===== src/rtl/lrsc_pkg.sv =====
// Shared types for the LR/SC-capable AXI-lite core initiator:
// request opcodes, AXI response codes and the transaction FSM states.
package lrsc_pkg;

    typedef enum logic [1:0] {
        OP_LOAD  = 2'b00,
        OP_STORE = 2'b01,
        OP_LR    = 2'b10,
        OP_SC    = 2'b11
    } lrsc_op_t;

    localparam logic [1:0] RESP_OKAY   = 2'b00;
    localparam logic [1:0] RESP_SLVERR = 2'b10;

    typedef enum logic [2:0] {
        ST_IDLE,
        ST_AR,
        ST_R,
        ST_AWW,
        ST_B,
        ST_RSP
    } lrsc_state_t;

endpackage


===== src/rtl/lrsc_reservation.sv =====
// Single LR reservation: valid bit plus reserved word address.
// A set (successful LR) overrides a clear issued in the same cycle.
module lrsc_reservation #(
    parameter int ADDR_WIDTH = 10
) (
    input  logic                  clk,
    input  logic                  rst_n,
    input  logic                  set,
    input  logic                  clr,
    input  logic [ADDR_WIDTH-1:2] set_addr,
    input  logic [ADDR_WIDTH-1:2] chk_addr,
    output logic                  valid,
    output logic                  match
);

    logic                  valid_q, valid_d;
    logic [ADDR_WIDTH-1:2] addr_q, addr_d;

    always_comb begin
        valid_d = valid_q;
        addr_d  = addr_q;
        if (clr) begin
            valid_d = 1'b0;
        end
        if (set) begin
            valid_d = 1'b1;
            addr_d  = set_addr;
        end
    end

    always_ff @(posedge clk or negedge rst_n) begin
        if (!rst_n) begin
            valid_q <= 1'b0;
            addr_q  <= '0;
        end else begin
            valid_q <= valid_d;
            addr_q  <= addr_d;
        end
    end

    assign valid = valid_q;
    assign match = valid_q && (addr_q == chk_addr);

endmodule


===== src/rtl/axi_lrsc_master.sv =====
// Core-side AXI4-lite initiator: one outstanding LOAD/STORE/LR/SC at a time,
// with a local LR reservation that lets doomed SCs fail without touching the bus.
module axi_lrsc_master
    import lrsc_pkg::*;
#(
    parameter int DATA_WIDTH      = 32,
    parameter int ADDR_WIDTH      = 10,
    parameter int NUM_CORES       = 2,
    parameter int MASTER_ID_WIDTH = $clog2(NUM_CORES),
    parameter int CORE_ID         = 0
) (
    input  logic                       axi_aclk,
    input  logic                       axi_aresetn,

    input  logic                       req_valid,
    output logic                       req_ready,
    input  logic [1:0]                 req_op,
    input  logic [ADDR_WIDTH-1:0]      req_addr,
    input  logic [DATA_WIDTH-1:0]      req_wdata,
    input  logic [DATA_WIDTH/8-1:0]    req_wstrb,

    output logic                       rsp_valid,
    input  logic                       rsp_ready,
    output logic [DATA_WIDTH-1:0]      rsp_rdata,
    output logic                       rsp_sc_fail,
    output logic                       rsp_err,

    output logic [ADDR_WIDTH-1:0]      axi_awaddr,
    output logic [2:0]                 axi_awprot,
    output logic                       axi_awvalid,
    output logic [MASTER_ID_WIDTH-1:0] axi_awid,
    output logic                       axi_awlock,
    input  logic                       axi_awready,

    output logic [DATA_WIDTH-1:0]      axi_wdata,
    output logic [DATA_WIDTH/8-1:0]    axi_wstrb,
    output logic                       axi_wvalid,
    input  logic                       axi_wready,

    input  logic [1:0]                 axi_bresp,
    input  logic                       axi_bvalid,
    input  logic [MASTER_ID_WIDTH-1:0] axi_bid,
    output logic                       axi_bready,

    output logic [ADDR_WIDTH-1:0]      axi_araddr,
    output logic [2:0]                 axi_arprot,
    output logic                       axi_arvalid,
    output logic [MASTER_ID_WIDTH-1:0] axi_arid,
    output logic                       axi_arlock,
    input  logic                       axi_arready,

    input  logic [DATA_WIDTH-1:0]      axi_rdata,
    input  logic [1:0]                 axi_rresp,
    input  logic                       axi_rvalid,
    input  logic [MASTER_ID_WIDTH-1:0] axi_rid,
    output logic                       axi_rready,

    input  logic [NUM_CORES-1:0]       axi_core_block
);

    localparam int                   STRB_WIDTH = DATA_WIDTH / 8;
    localparam logic [MASTER_ID_WIDTH-1:0] MY_ID = MASTER_ID_WIDTH'(CORE_ID);

    lrsc_state_t             state_q, state_d;
    lrsc_op_t                op_q, op_d;
    logic [ADDR_WIDTH-1:0]   addr_q, addr_d;
    logic [DATA_WIDTH-1:0]   wdata_q, wdata_d;
    logic [STRB_WIDTH-1:0]   wstrb_q, wstrb_d;
    logic                    aw_done_q, aw_done_d;
    logic                    w_done_q, w_done_d;
    logic [DATA_WIDTH-1:0]   rdata_q, rdata_d;
    logic                    sc_fail_q, sc_fail_d;
    logic                    err_q, err_d;

    lrsc_op_t                req_op_e;
    logic                    accept;
    logic                    res_set, res_clr, res_valid, res_match;
    logic                    unused_block;

    assign req_op_e     = lrsc_op_t'(req_op);
    assign accept       = req_valid && req_ready;
    assign unused_block = ^axi_core_block;

    // The reservation is compared against the incoming request address so the
    // SC pass/fail decision can be made in the accept cycle.
    lrsc_reservation #(
        .ADDR_WIDTH (ADDR_WIDTH)
    ) u_reservation (
        .clk      (axi_aclk),
        .rst_n    (axi_aresetn),
        .set      (res_set),
        .clr      (res_clr),
        .set_addr (addr_q[ADDR_WIDTH-1:2]),
        .chk_addr (req_addr[ADDR_WIDTH-1:2]),
        .valid    (res_valid),
        .match    (res_match)
    );

    always_ff @(posedge axi_aclk or negedge axi_aresetn) begin
        if (!axi_aresetn) begin
            state_q   <= ST_IDLE;
            op_q      <= OP_LOAD;
            addr_q    <= '0;
            wdata_q   <= '0;
            wstrb_q   <= '0;
            aw_done_q <= 1'b0;
            w_done_q  <= 1'b0;
            rdata_q   <= '0;
            sc_fail_q <= 1'b0;
            err_q     <= 1'b0;
        end else begin
            state_q   <= state_d;
            op_q      <= op_d;
            addr_q    <= addr_d;
            wdata_q   <= wdata_d;
            wstrb_q   <= wstrb_d;
            aw_done_q <= aw_done_d;
            w_done_q  <= w_done_d;
            rdata_q   <= rdata_d;
            sc_fail_q <= sc_fail_d;
            err_q     <= err_d;
        end
    end

    always_comb begin
        state_d   = state_q;
        op_d      = op_q;
        addr_d    = addr_q;
        wdata_d   = wdata_q;
        wstrb_d   = wstrb_q;
        aw_done_d = aw_done_q;
        w_done_d  = w_done_q;
        rdata_d   = rdata_q;
        sc_fail_d = sc_fail_q;
        err_d     = err_q;
        res_set   = 1'b0;
        res_clr   = 1'b0;

        case (state_q)
            ST_IDLE: begin
                if (accept) begin
                    op_d      = req_op_e;
                    addr_d    = req_addr;
                    wdata_d   = req_wdata;
                    wstrb_d   = (req_op_e == OP_SC) ? '1 : req_wstrb;
                    aw_done_d = 1'b0;
                    w_done_d  = 1'b0;
                    rdata_d   = '0;
                    sc_fail_d = 1'b0;
                    err_d     = 1'b0;
                    if ((req_op_e == OP_LR || req_op_e == OP_SC) && req_addr[1:0] != 2'b00) begin
                        err_d   = 1'b1;
                        state_d = ST_RSP;
                    end else begin
                        case (req_op_e)
                            OP_LOAD, OP_LR: state_d = ST_AR;
                            OP_STORE: begin
                                // Stores kill the reservation on a word match, even partial-byte ones.
                                res_clr = res_match;
                                state_d = ST_AWW;
                            end
                            default: begin
                                res_clr = 1'b1;
                                if (res_valid && res_match) begin
                                    state_d = ST_AWW;
                                end else begin
                                    sc_fail_d = 1'b1;
                                    state_d   = ST_RSP;
                                end
                            end
                        endcase
                    end
                end
            end
            ST_AR: begin
                if (axi_arready) begin
                    state_d = ST_R;
                end
            end
            ST_R: begin
                if (axi_rvalid) begin
                    rdata_d = axi_rdata;
                    err_d   = (axi_rresp != RESP_OKAY) || (axi_rid != MY_ID);
                    res_set = (op_q == OP_LR) && (axi_rresp == RESP_OKAY) && (axi_rid == MY_ID);
                    state_d = ST_RSP;
                end
            end
            ST_AWW: begin
                aw_done_d = aw_done_q || axi_awready;
                w_done_d  = w_done_q || axi_wready;
                if (aw_done_d && w_done_d) begin
                    state_d = ST_B;
                end
            end
            ST_B: begin
                if (axi_bvalid) begin
                    if (op_q == OP_SC) begin
                        sc_fail_d = (axi_bresp != RESP_OKAY);
                        err_d     = (axi_bid != MY_ID);
                    end else begin
                        err_d = (axi_bresp != RESP_OKAY) || (axi_bid != MY_ID);
                    end
                    state_d = ST_RSP;
                end
            end
            ST_RSP: begin
                if (rsp_ready) begin
                    state_d = ST_IDLE;
                end
            end
            default: state_d = ST_IDLE;
        endcase
    end

    // Request acceptance is also masked by reset so every ready output reads 0 while reset is held.
    always_comb begin
        req_ready   = axi_aresetn && (state_q == ST_IDLE) && !axi_core_block[CORE_ID];
        rsp_valid   = (state_q == ST_RSP);
        axi_arvalid = (state_q == ST_AR);
        axi_arlock  = (state_q == ST_AR) && (op_q == OP_LR);
        axi_rready  = (state_q == ST_R);
        axi_awvalid = (state_q == ST_AWW) && !aw_done_q;
        axi_wvalid  = (state_q == ST_AWW) && !w_done_q;
        axi_awlock  = (state_q == ST_AWW) && (op_q == OP_SC);
        axi_bready  = (state_q == ST_B);
    end

    assign axi_awaddr  = addr_q;
    assign axi_araddr  = addr_q;
    assign axi_awprot  = 3'b000;
    assign axi_arprot  = 3'b000;
    assign axi_awid    = MY_ID;
    assign axi_arid    = MY_ID;
    assign axi_wdata   = wdata_q;
    assign axi_wstrb   = wstrb_q;
    assign rsp_rdata   = rdata_q;
    assign rsp_sc_fail = sc_fail_q;
    assign rsp_err     = err_q;

endmodule

===== config.mk =====
export PLATFORM = sky130hd
export DESIGN_NAME = axi_lrsc_master
export DESIGN_NICKNAME = d
export VERILOG_FILES = /design/src/rtl/lrsc_pkg.sv /design/src/rtl/lrsc_reservation.sv /design/src/rtl/axi_lrsc_master.sv
export SDC_FILE = /design/constraint.sdc
export NUM_CORES = 1
export LEC_CHECK = 0
export ABC_AREA = 0
export CORE_MARGIN = 3
export CORE_UTILIZATION = 38
export CTS_BUF_LIST = sky130_fd_sc_hd__clkbuf_4 sky130_fd_sc_hd__clkbuf_8
export CTS_CLUSTER_DIAMETER = 120
export DETAILED_ROUTE_END_ITERATION = 10
export PLACE_DENSITY_LB_ADDON = 0.1
export SYNTH_ARGS = -nofsm -noshare
export SYNTH_HDL_FRONTEND = slang
export SYNTH_HIERARCHICAL = 1
export SYNTH_SLANG_ARGS = --single-unit

===== constraint.sdc =====
create_clock -name axi_aclk -period 1.7 [get_ports axi_aclk]
set_input_delay 0.51 -clock axi_aclk [delete_from_list [all_inputs] [get_ports axi_aclk]]
set_output_delay 0.51 -clock axi_aclk [all_outputs]
set_load 0.02 [all_outputs]

### Yosys cells after proc, flatten, opt, wreduce, memory -nomap -nowiden

Index checks and enable logic that the tools add are counted.

* bits of input ports: 97
* flip-flop bits (word level): 96
* output and inout bits: 107
* logic and storage cells: 109

* multiplexer cells: 38
* equality and inequality tests: 18
* reductions and logical operators: 40
* bitwise operators: 1

Operator list (number)
* 32-bit two-way mux: 2
* 32-bit case mux with 2 select lines: 1
* 3-bit two-way mux: 8
* 1-bit two-way mux: 19
* 3-bit case mux with 6 select lines: 1
* 2-bit nonzero test: 7
* 1-bit logical AND: 13
* 2-bit == test, second input constant: 4
* 8-bit == test: 1
* 2-bit inequality test, second input constant: 4
* 1-bit case mux with 2 select lines: 4
* 4-bit AND reduction: 2
* 3-bit by 2-bit == test with 1-bit output, second input constant: 2
* 3-bit == test, second input constant: 2
* 2-bit by 1-bit inequality test with 1-bit output, second input constant: 3
* 3-bit case mux with 2 select lines: 1
* 6-bit AND reduction: 1
* 1-bit logical OR: 5
* 2-bit zero test: 2
* 4-bit two-way mux: 1
* 2-bit AND reduction: 2
* 3-bit by 1-bit == test with 1-bit output, second input constant: 1
* 1-bit zero test: 3
* 3-bit zero test: 1
* other kinds (7): 7

### Longest topological paths before layout

Gate-level depths: netlist (run 1).

* depth after elaboration: 8
* depth in mapped cells: 7

### Modules after synthesis

Netlist (run 1), hierarchy kept.

Modules (own cells, without submodules)
* axi_lrsc_master: sequential area each 2177.1 um^2, instances 1, cells an instance 377, area an instance 3803.6 um^2
* lrsc_reservation: sequential area each 225.2 um^2, instances 1, cells an instance 32, area an instance 462.9 um^2

### Least setup slack after synthesis (run 1)

No wires, ideal clock.

* kind: reg2reg
* start point: reg state_q[2]
* end point: reg u_reservation/addr_q[2] in the netlist's numbering
* library setup time: 0.125 ns
* slack: -0.264 ns
* stages on the path, launching flop included: 8
* period minus slack after synthesis: 1.964 ns
* buffers on the path: 3
* arrival time: 1.839 ns
* cell sequence: dfrtp_1 > buf_6 > nor3b_2 > and2_1 > buf_4 > and4b_1 > buf_6 > mux2_4

* longest elaborated chain between the ends: 2

RTL lines
* start, declared: RTL line axi_lrsc_master.sv:64 `lrsc_state_t state_q, state_d;`
* start signal, assigned: RTL line axi_lrsc_master.sv:112 `state_q <= state_d;`
* 3-bit by 2-bit == test with 1-bit output
* via axi_rready: RTL line axi_lrsc_master.sv:56 `output logic axi_rready,`
* 1-bit two-way mux: RTL line axi_lrsc_master.sv:139 `case (state_q)`
* via res_set: RTL line axi_lrsc_master.sv:77 `logic res_set, res_clr, res_valid, res_match;`
* end signal, assigned: RTL line lrsc_reservation.sv:37 `addr_q <= addr_d;`
* end, declared: RTL line lrsc_reservation.sv:17 `logic [ADDR_WIDTH-1:2] addr_q, addr_d;`

The timed path passes the listed nets, and every way through them passes these cells.
A chain may end at the register's enable or synchronous reset.

### Worst setup path after layout (run 1)

* start point: reg state_q[2]
* end point: reg u_reservation/addr_q[5] in the netlist's numbering

* longest elaborated chain between the ends: 2

RTL lines (RTL line)
* 3-bit by 2-bit == test with 1-bit output: axi_lrsc_master.sv:139
* 1-bit two-way mux: axi_lrsc_master.sv:139
* via res_set: axi_lrsc_master.sv:77

The timed path passes the listed nets, and every way through them passes these cells.

==> flow_summary.yaml, run 1 <==
synthesis:
  ys_seq_elements: 96
  syn_area_um2: 4270
  synth_edf_count: 0
  ys_seq_area_share_pct: 56.3
  netlist_top_cells_area: "dfrtp_1, nand2_1, a22o_1"
  yosysTopAreaCell: "dfrtp_1"
  synth_warnings: 6
  postSynthCellCount: 409
  avgSynthCellArea_um2: 10.4
  synth-async-reset-ratio_pct: 100
  synthFlopType: "dfrtp_1"
  ys_types: 45
  synth_top_area_share_pct: 56.3
route:
  ant_nets: 0
  dr.pass1.iters: 4
  wire_per_inst_um: 17.0
  drc_errors: 0
  via_count: 3861
  drt_first_iter_violations: 117
  vias_per_cell: 4.86
  drt-total-wl_mm: 13.5
setup_path:
  crit_path_start_kind: "flip-flop"
  worstPathRequired_ns: 1.94
  path_cells: "buf_6 > buf_6 > nor3b_4 > buf_4 > and2_4 > and4b_2 > clkbuf_16 > mux2_4"
  cp_common_cell: "buf_6"
  critical_path_arrival_ns: 2.21
  critPathMaxStageDelay_ns: 0.40
  crit_family: "simple AND/OR/NAND/NOR gates"
  end_kind: "flip-flop"
  worstSetupPathType: "flip-flop to flip-flop"
  crit_slowest_cell: "dfrtp_1"
  worst-path-max-fanout: 5
  path_buf_inv: 4
cts:
  clock_tree.root_cell: "clkbuf_8"
  hold_buffers: 0
  cts.reportedPaths.clkPinSlew_ns: 0.10
  clkLatencyLatePin_ns: 0.35
  clk_path_buf_depth: 2
  cts_buffers: 9
  cts_tree: "done"
  clock_sinks: 96
  htree_levels: 3
timing:
  slew_violations: 0
  setup_viol: 95
  finalCritPeriodShare_pct: 116
  tightestPinTransition_ns: 0.990
  hold_violations: 0
  finalSetupTns_ns: -13.53
  max_slew_margin_pct: 34.0
  fmax_mhz: 508
  finalWorstSetupSlack_ns: -0.268
  fin_crit_ns: 1.97
  skew_ns: 0.0118
  rsz0062_at_grt: "yes"
job:
  maxCapViolations: 0
pwr:
  leakage_nw: 3.71
  powerDensity_nw_per_um2: 1630
  vdd_drop_max_mv: 0.806
  totalPowerFinal_w: 0.0122
floorplanning:
  die_area_um2: 12500
  row_count: 38
  die_w_um: 112
  initial_core_util_pct: 39.2
  io_pins: 204
  fp.coreArea_um2: 10900
  die_h_um: 112
layout:
  diodes: 0
  fin_util_pct: 68.6
  drive_above_1_share_pct: 32.1
  design_area_um2: 7470
  finalNetCount: 746
  area_delta_synth_final_pct: 75.0
outcome:
  status: "finished with violations"
  violations: "negative setup slack"
global_route:
  grt_use_total_pct: 21.6
  grt_pass1_vias: 4076
  antenna_found_initial: 0
  grt_pass1_wl_mm: 21.6
  overflow: 0
  grt_max_degree: 81
place:
  gp_congestion: 0.840
  dp_hpwl_mm: 8.25
  place_area_um2: 6370
  port_buffers: 194
hold_path:
  hold_class: "primary input to async pin"
through the flow:
step           cells  setup slack (ns)  hold WS (ns)
2_1_floorplan    416            -0.171         0.214
3_3_place_gp     734            -0.673         0.457
3_5_place_dp     734            -0.740         0.461
4_1_cts          795            -0.267         0.125
5_1_grt          794            -0.365         0.132
6_report         794            -0.268         0.137
state kept, by name, summed over array words and instances, names as in the netlist, 2 cells and up:
register,cells
op_q,2
rsp_rdata,32
u_reservation/addr_q,8
axi_wdata,32
axi_wstrb,4
axi_araddr,10
state_q,3
path summary, 6_finish.rpt:
check,slack (ns),endpoint,cells after the start,from
max,-0.27,u_reservation/addr_q[5]$_DFFE_PN0P_,8,state_q[2]$_DFFE_PN0P_
min,0.14,rsp_sc_fail$_DFFE_PN0P_,2,axi_aresetn
max reg2reg,-0.27,u_reservation/addr_q[5]$_DFFE_PN0P_,8,state_q[2]$_DFFE_PN0P_
min reg2reg,0.49,axi_wdata[29]$_DFFE_PN0P_,2,axi_wdata[29]$_DFFE_PN0P_
max in group asynchronous,0.59,state_q[0]$_DFFE_PN0P_,2,axi_aresetn
min in group axi_aclk,0.49,axi_wdata[29]$_DFFE_PN0P_,2,axi_wdata[29]$_DFFE_PN0P_
cells by family (layout without fill, tap and decap cells):
group                  count (synthesis)  in the layout  synth area share [%]
AO/OA/AOI/OAI                         65             65                  11.5
buffers and inverters                 50            287                  8.24
flip-flops                            96             96                  56.3
AND/OR/NAND/NOR                      176            177                  18.2
XOR/XNOR                               8              8                  1.64
other                                  1              8                0.0879
multiplexers                          13             13                  4.08
placed cells by master, fill, tap and decap left out, types with 4 or more instances in the layout:
cell type / count
nand2_1: 75
buf_4: 34
buf_6: 26
conb_1: 8
inv_1: 4
xnor2_1: 8
nand2_4: 28
clkdlybuf4s50_1: 84
buf_12: 8
dfrtp_1: 95
o21ai_2: 5
a22o_1: 32
clkbuf_8: 10
clkdlybuf4s15_1: 6
a21oi_1: 8
dlygate4sd2_1: 83
buf_16: 10
nor2_1: 5
nand2_2: 38
mux2_4: 10
clkbuf_2: 11
o21ai_0: 5
nand4_1: 4
final cells by class:
class	instances	area, um^2
Sequential cell	96	2400
Fill cell	878	3420
Multi-Input combinational cell	271	1950
Clock inverter	5	38.8
Clock buffer	11	145
Tap cell	140	175
Inverter	5	21.3
Timing Repair Buffer	266	2740
synth_stat cells (3+ instances only):
master,n
clkbuf_1,5
nand4_1,4
nor2_1,7
mux2_4,8
and3_1,3
buf_4,28
and3b_1,3
nand2_1,141
inv_1,5
o21ai_1,3
xnor2_1,8
buf_6,7
mux2_2,3
dfrtp_1,96
a22o_1,32
a21oi_1,8
o21ai_0,8
buf_2,5
where the power goes:
group          total (W)  switching (W)  leakage, nW  internal, W
clock            0.00140       0.000797       0.0937     0.000600
sequential       0.00420       0.000873         1.23      0.00333
combinational    0.00655        0.00334         2.39      0.00321
total             0.0122        0.00501         3.71      0.00714
repair_timing:
action	CTS	global route
buffers inserted	31	4
cloned	14	0
resized for setup	249	100
endpoints found under the setup margin	193	111
pin swaps	85	59
metal layers:
metal / global-route usage (%) / up-vias / share of wire [%]
li1: - / 1841 / -
met1: 27.4 / 1849 / 42
met2: 36.9 / 151 / 49
met3: 5.54 / 20 / 6.8
met4: 5.77 / 0 / 1.8
met5: 0 / - / 0
(Power assumes the default switching activity.)
==> run 2, diff against run 1 <==
--- a/config.mk
+++ b/config.mk
@@ -9,3 +9,3 @@
 export CORE_MARGIN = 3
-export CORE_UTILIZATION = 38
+export CORE_UTILIZATION = 40
 export CTS_BUF_LIST = sky130_fd_sc_hd__clkbuf_4 sky130_fd_sc_hd__clkbuf_8
==> constraint.sdc (replaced) <==
create_clock -name axi_aclk -period 2.2 [get_ports axi_aclk]
set_input_delay 0.22 -clock axi_aclk [delete_from_list [all_inputs] [get_ports axi_aclk]]
set_output_delay 0.22 -clock axi_aclk [all_outputs]
set_load 0.02 [all_outputs]
==> run 2 against run 1 <==
Net effect:
- clock power decreased by 17%
- the run now ends clean
- largest cell class is now registers
- routed wire length down 16%
- clock skew is 0.0022 ns higher
- global-route usage shrank 2.7 points
- setup slack better by 0.38 ns
- critical endpoint is now axi_awvalid
- critical path depth down 4
==> flow_summary.yaml, run 2 (synthesized netlist as in run 1, its figures left out) <==
place:
  port_buffers: 194
  gp_congestion: 0.816
  dp_hpwl_mm: 8.10
  place_area_um2: 6210
  dp_cells: 717
timing:
  fin_crit_ns: 2.08
  fmax_mhz: 480
  skew_ns: 0.0140
  finalSetupTns_ns: 0
  slew_violations: 0
  max_slew_margin_pct: 49.9
  rsz0062_at_grt: "no"
  setup_viol: 0
  hold_violations: 0
  finalCritPeriodShare_pct: 94.7
  hold_slack_ns: 0.377
  tightestPinTransition_ns: 0.751
global_route:
  grtUsageMet3_pct: 5.86
  grt_max_degree: 63
  grtUsageMet1_pct: 25.5
  grt_pass1_wl_mm: 17.7
  grt_use_met2_pct: 29.4
  overflow: 0
  antenna_found_initial: 0
  grt_use_total_pct: 18.9
  grt_pass1_vias: 3523
  top_usage_layer: "met2"
setup_path:
  end_kind: "output pin"
  r2r_end: "u_reservation/addr_q[2]$_DFFE_PN0P_"
  critical_path_arrival_ns: 1.86
  worst-path-max-fanout: 7
  worstPathRequired_ns: 1.98
  rr_worst_depth: 6
  worstSetupPathType: "flip-flop to output pin"
  r2r_slack_ns: 0.16
  crit_path_start_kind: "flip-flop"
  r2r_start: "state_q[2]$_DFFE_PN0P_"
  cp-startpoint: "state_q[1]$_DFFE_PN0P_"
route:
  vias_per_cell: 4.81
  dr.pass1.iters: 6
  via_count: 3533
  ant_nets: 0
  drt_first_iter_violations: 196
  drt-total-wl_mm: 11.3
  drc_errors: 0
  wire_per_inst_um: 15.3
pwr:
  p_sw_share_pct: 38.7
  powerDensity_nw_per_um2: 1370
  seq_power_share_pct: 35.7
  pwr-share-clk_pct: 13.1
  totalPowerFinal_w: 0.00879
  share_comb_of_total_power_pct: 51.1
  p_sw_w: 0.00341
  vdd_drop_max_mv: 0.824
  power.internal_w: 0.00538
  leakage_nw: 3.02
hold_path:
  hold_class: "primary input to flip-flop"
  worstHoldStart: "req_wdata[8]"
  hold_end: "axi_wdata[8]$_DFFE_PN0P_"
  min_path_cells: 3
layout:
  area_delta_synth_final_pct: 50.7
  final_common_cell: "clkdlybuf4s50_1"
  design_area_um2: 6430
  finalNetCount: 690
  layout_common_cells: "clkdlybuf4s50_1, nand2_1, dfrtp_1"
  layout.cells.non_filler: 734
  drive_above_1_share_pct: 9.36
  diodes: 0
outcome:
  status: "finished, final reports clean"
cts:
  clock_sinks: 96
  cts.reportedPaths.clkPinSlew_ns: 0.10
  clk_path_buf_depth: 2
  cts_buffers: 9
  clock_tree.root_cell: "clkbuf_8"
  cts_tree: "done"
  clkLatencyLatePin_ns: 0.36
  cts_setup_buffers: 0
  htree_levels: 3
floorplanning:
  io_pins: 204
  fp.coreArea_um2: 10400
  die_h_um: 109
  die_area_um2: 11900
  row_count: 37
  initial_core_util_pct: 41.1
  die_w_um: 109
job:
  maxCapViolations: 0
## run 2: timing repair
action / 4_1_cts / 5_1_grt
resized for setup: 7 / 3
hold buffers: 1 / 0
setup endpoints to repair: 3 / 2
hold endpoints to repair: 34 / 0
## run 2: power groups by stage
stage / sequential (W) / clock [W] / combinational, W
final: 0.00314 / 0.00116 / 0.00449
after global routing: 0.00326 / 0.00128 / 0.00483
after CTS: 0.00314 / 0.00119 / 0.00455
after detailed placement: 0.00315 / 0 / 0.00453
after global placement: 0.00312 / 0 / 0.00448
after floorplan: 0.00395 / 0 / 0.00156
## run 2: layout make-up
| class | instances | area (um^2) |
|---|---|---|
| well taps | 136 | 170 |
| fillers | 838 | 3940 |
| clock buffers | 10 | 131 |
| inverters | 5 | 18.8 |
| clock inverters | 6 | 65.1 |
| multi-input cells | 270 | 1560 |
| flip-flops and latches | 96 | 2410 |
| repair buffers | 211 | 2080 |
## run 2: how the worst max path moves through the flow
stage | end
global placement | rsp_rdata[14]$_DFFE_PN0P_
detailed placement | rsp_rdata[5]$_DFFE_PN0P_
floorplan | u_reservation/addr_q[2]$_DFFE_PN0P_
CTS | axi_arlock
global route | axi_awvalid
finish | axi_awvalid
## run 2: metrics by stage
step	utilization, %	setup slack [ns]
after floorplan	-	0.236
after global placement	59.9	0.122
after detailed placement	59.9	0.113
after CTS	62.0	0.0261
after global routing	62.0	0.00481
final	62.0	0.116
## run 2: critical path: stages, from the launching register on
cell,delay (ns)
dfrtp_2,0.46
buf_4,0.18
nand3b_1,0.12
nor2_1,0.12
clkdlybuf4s50_1,0.63
## run 2: layer usage
metal	share of wire, %	wire (um)
met1	44	4940
met5	0	0
met3	9.6	1080
met4	1.1	123
met2	45	5110
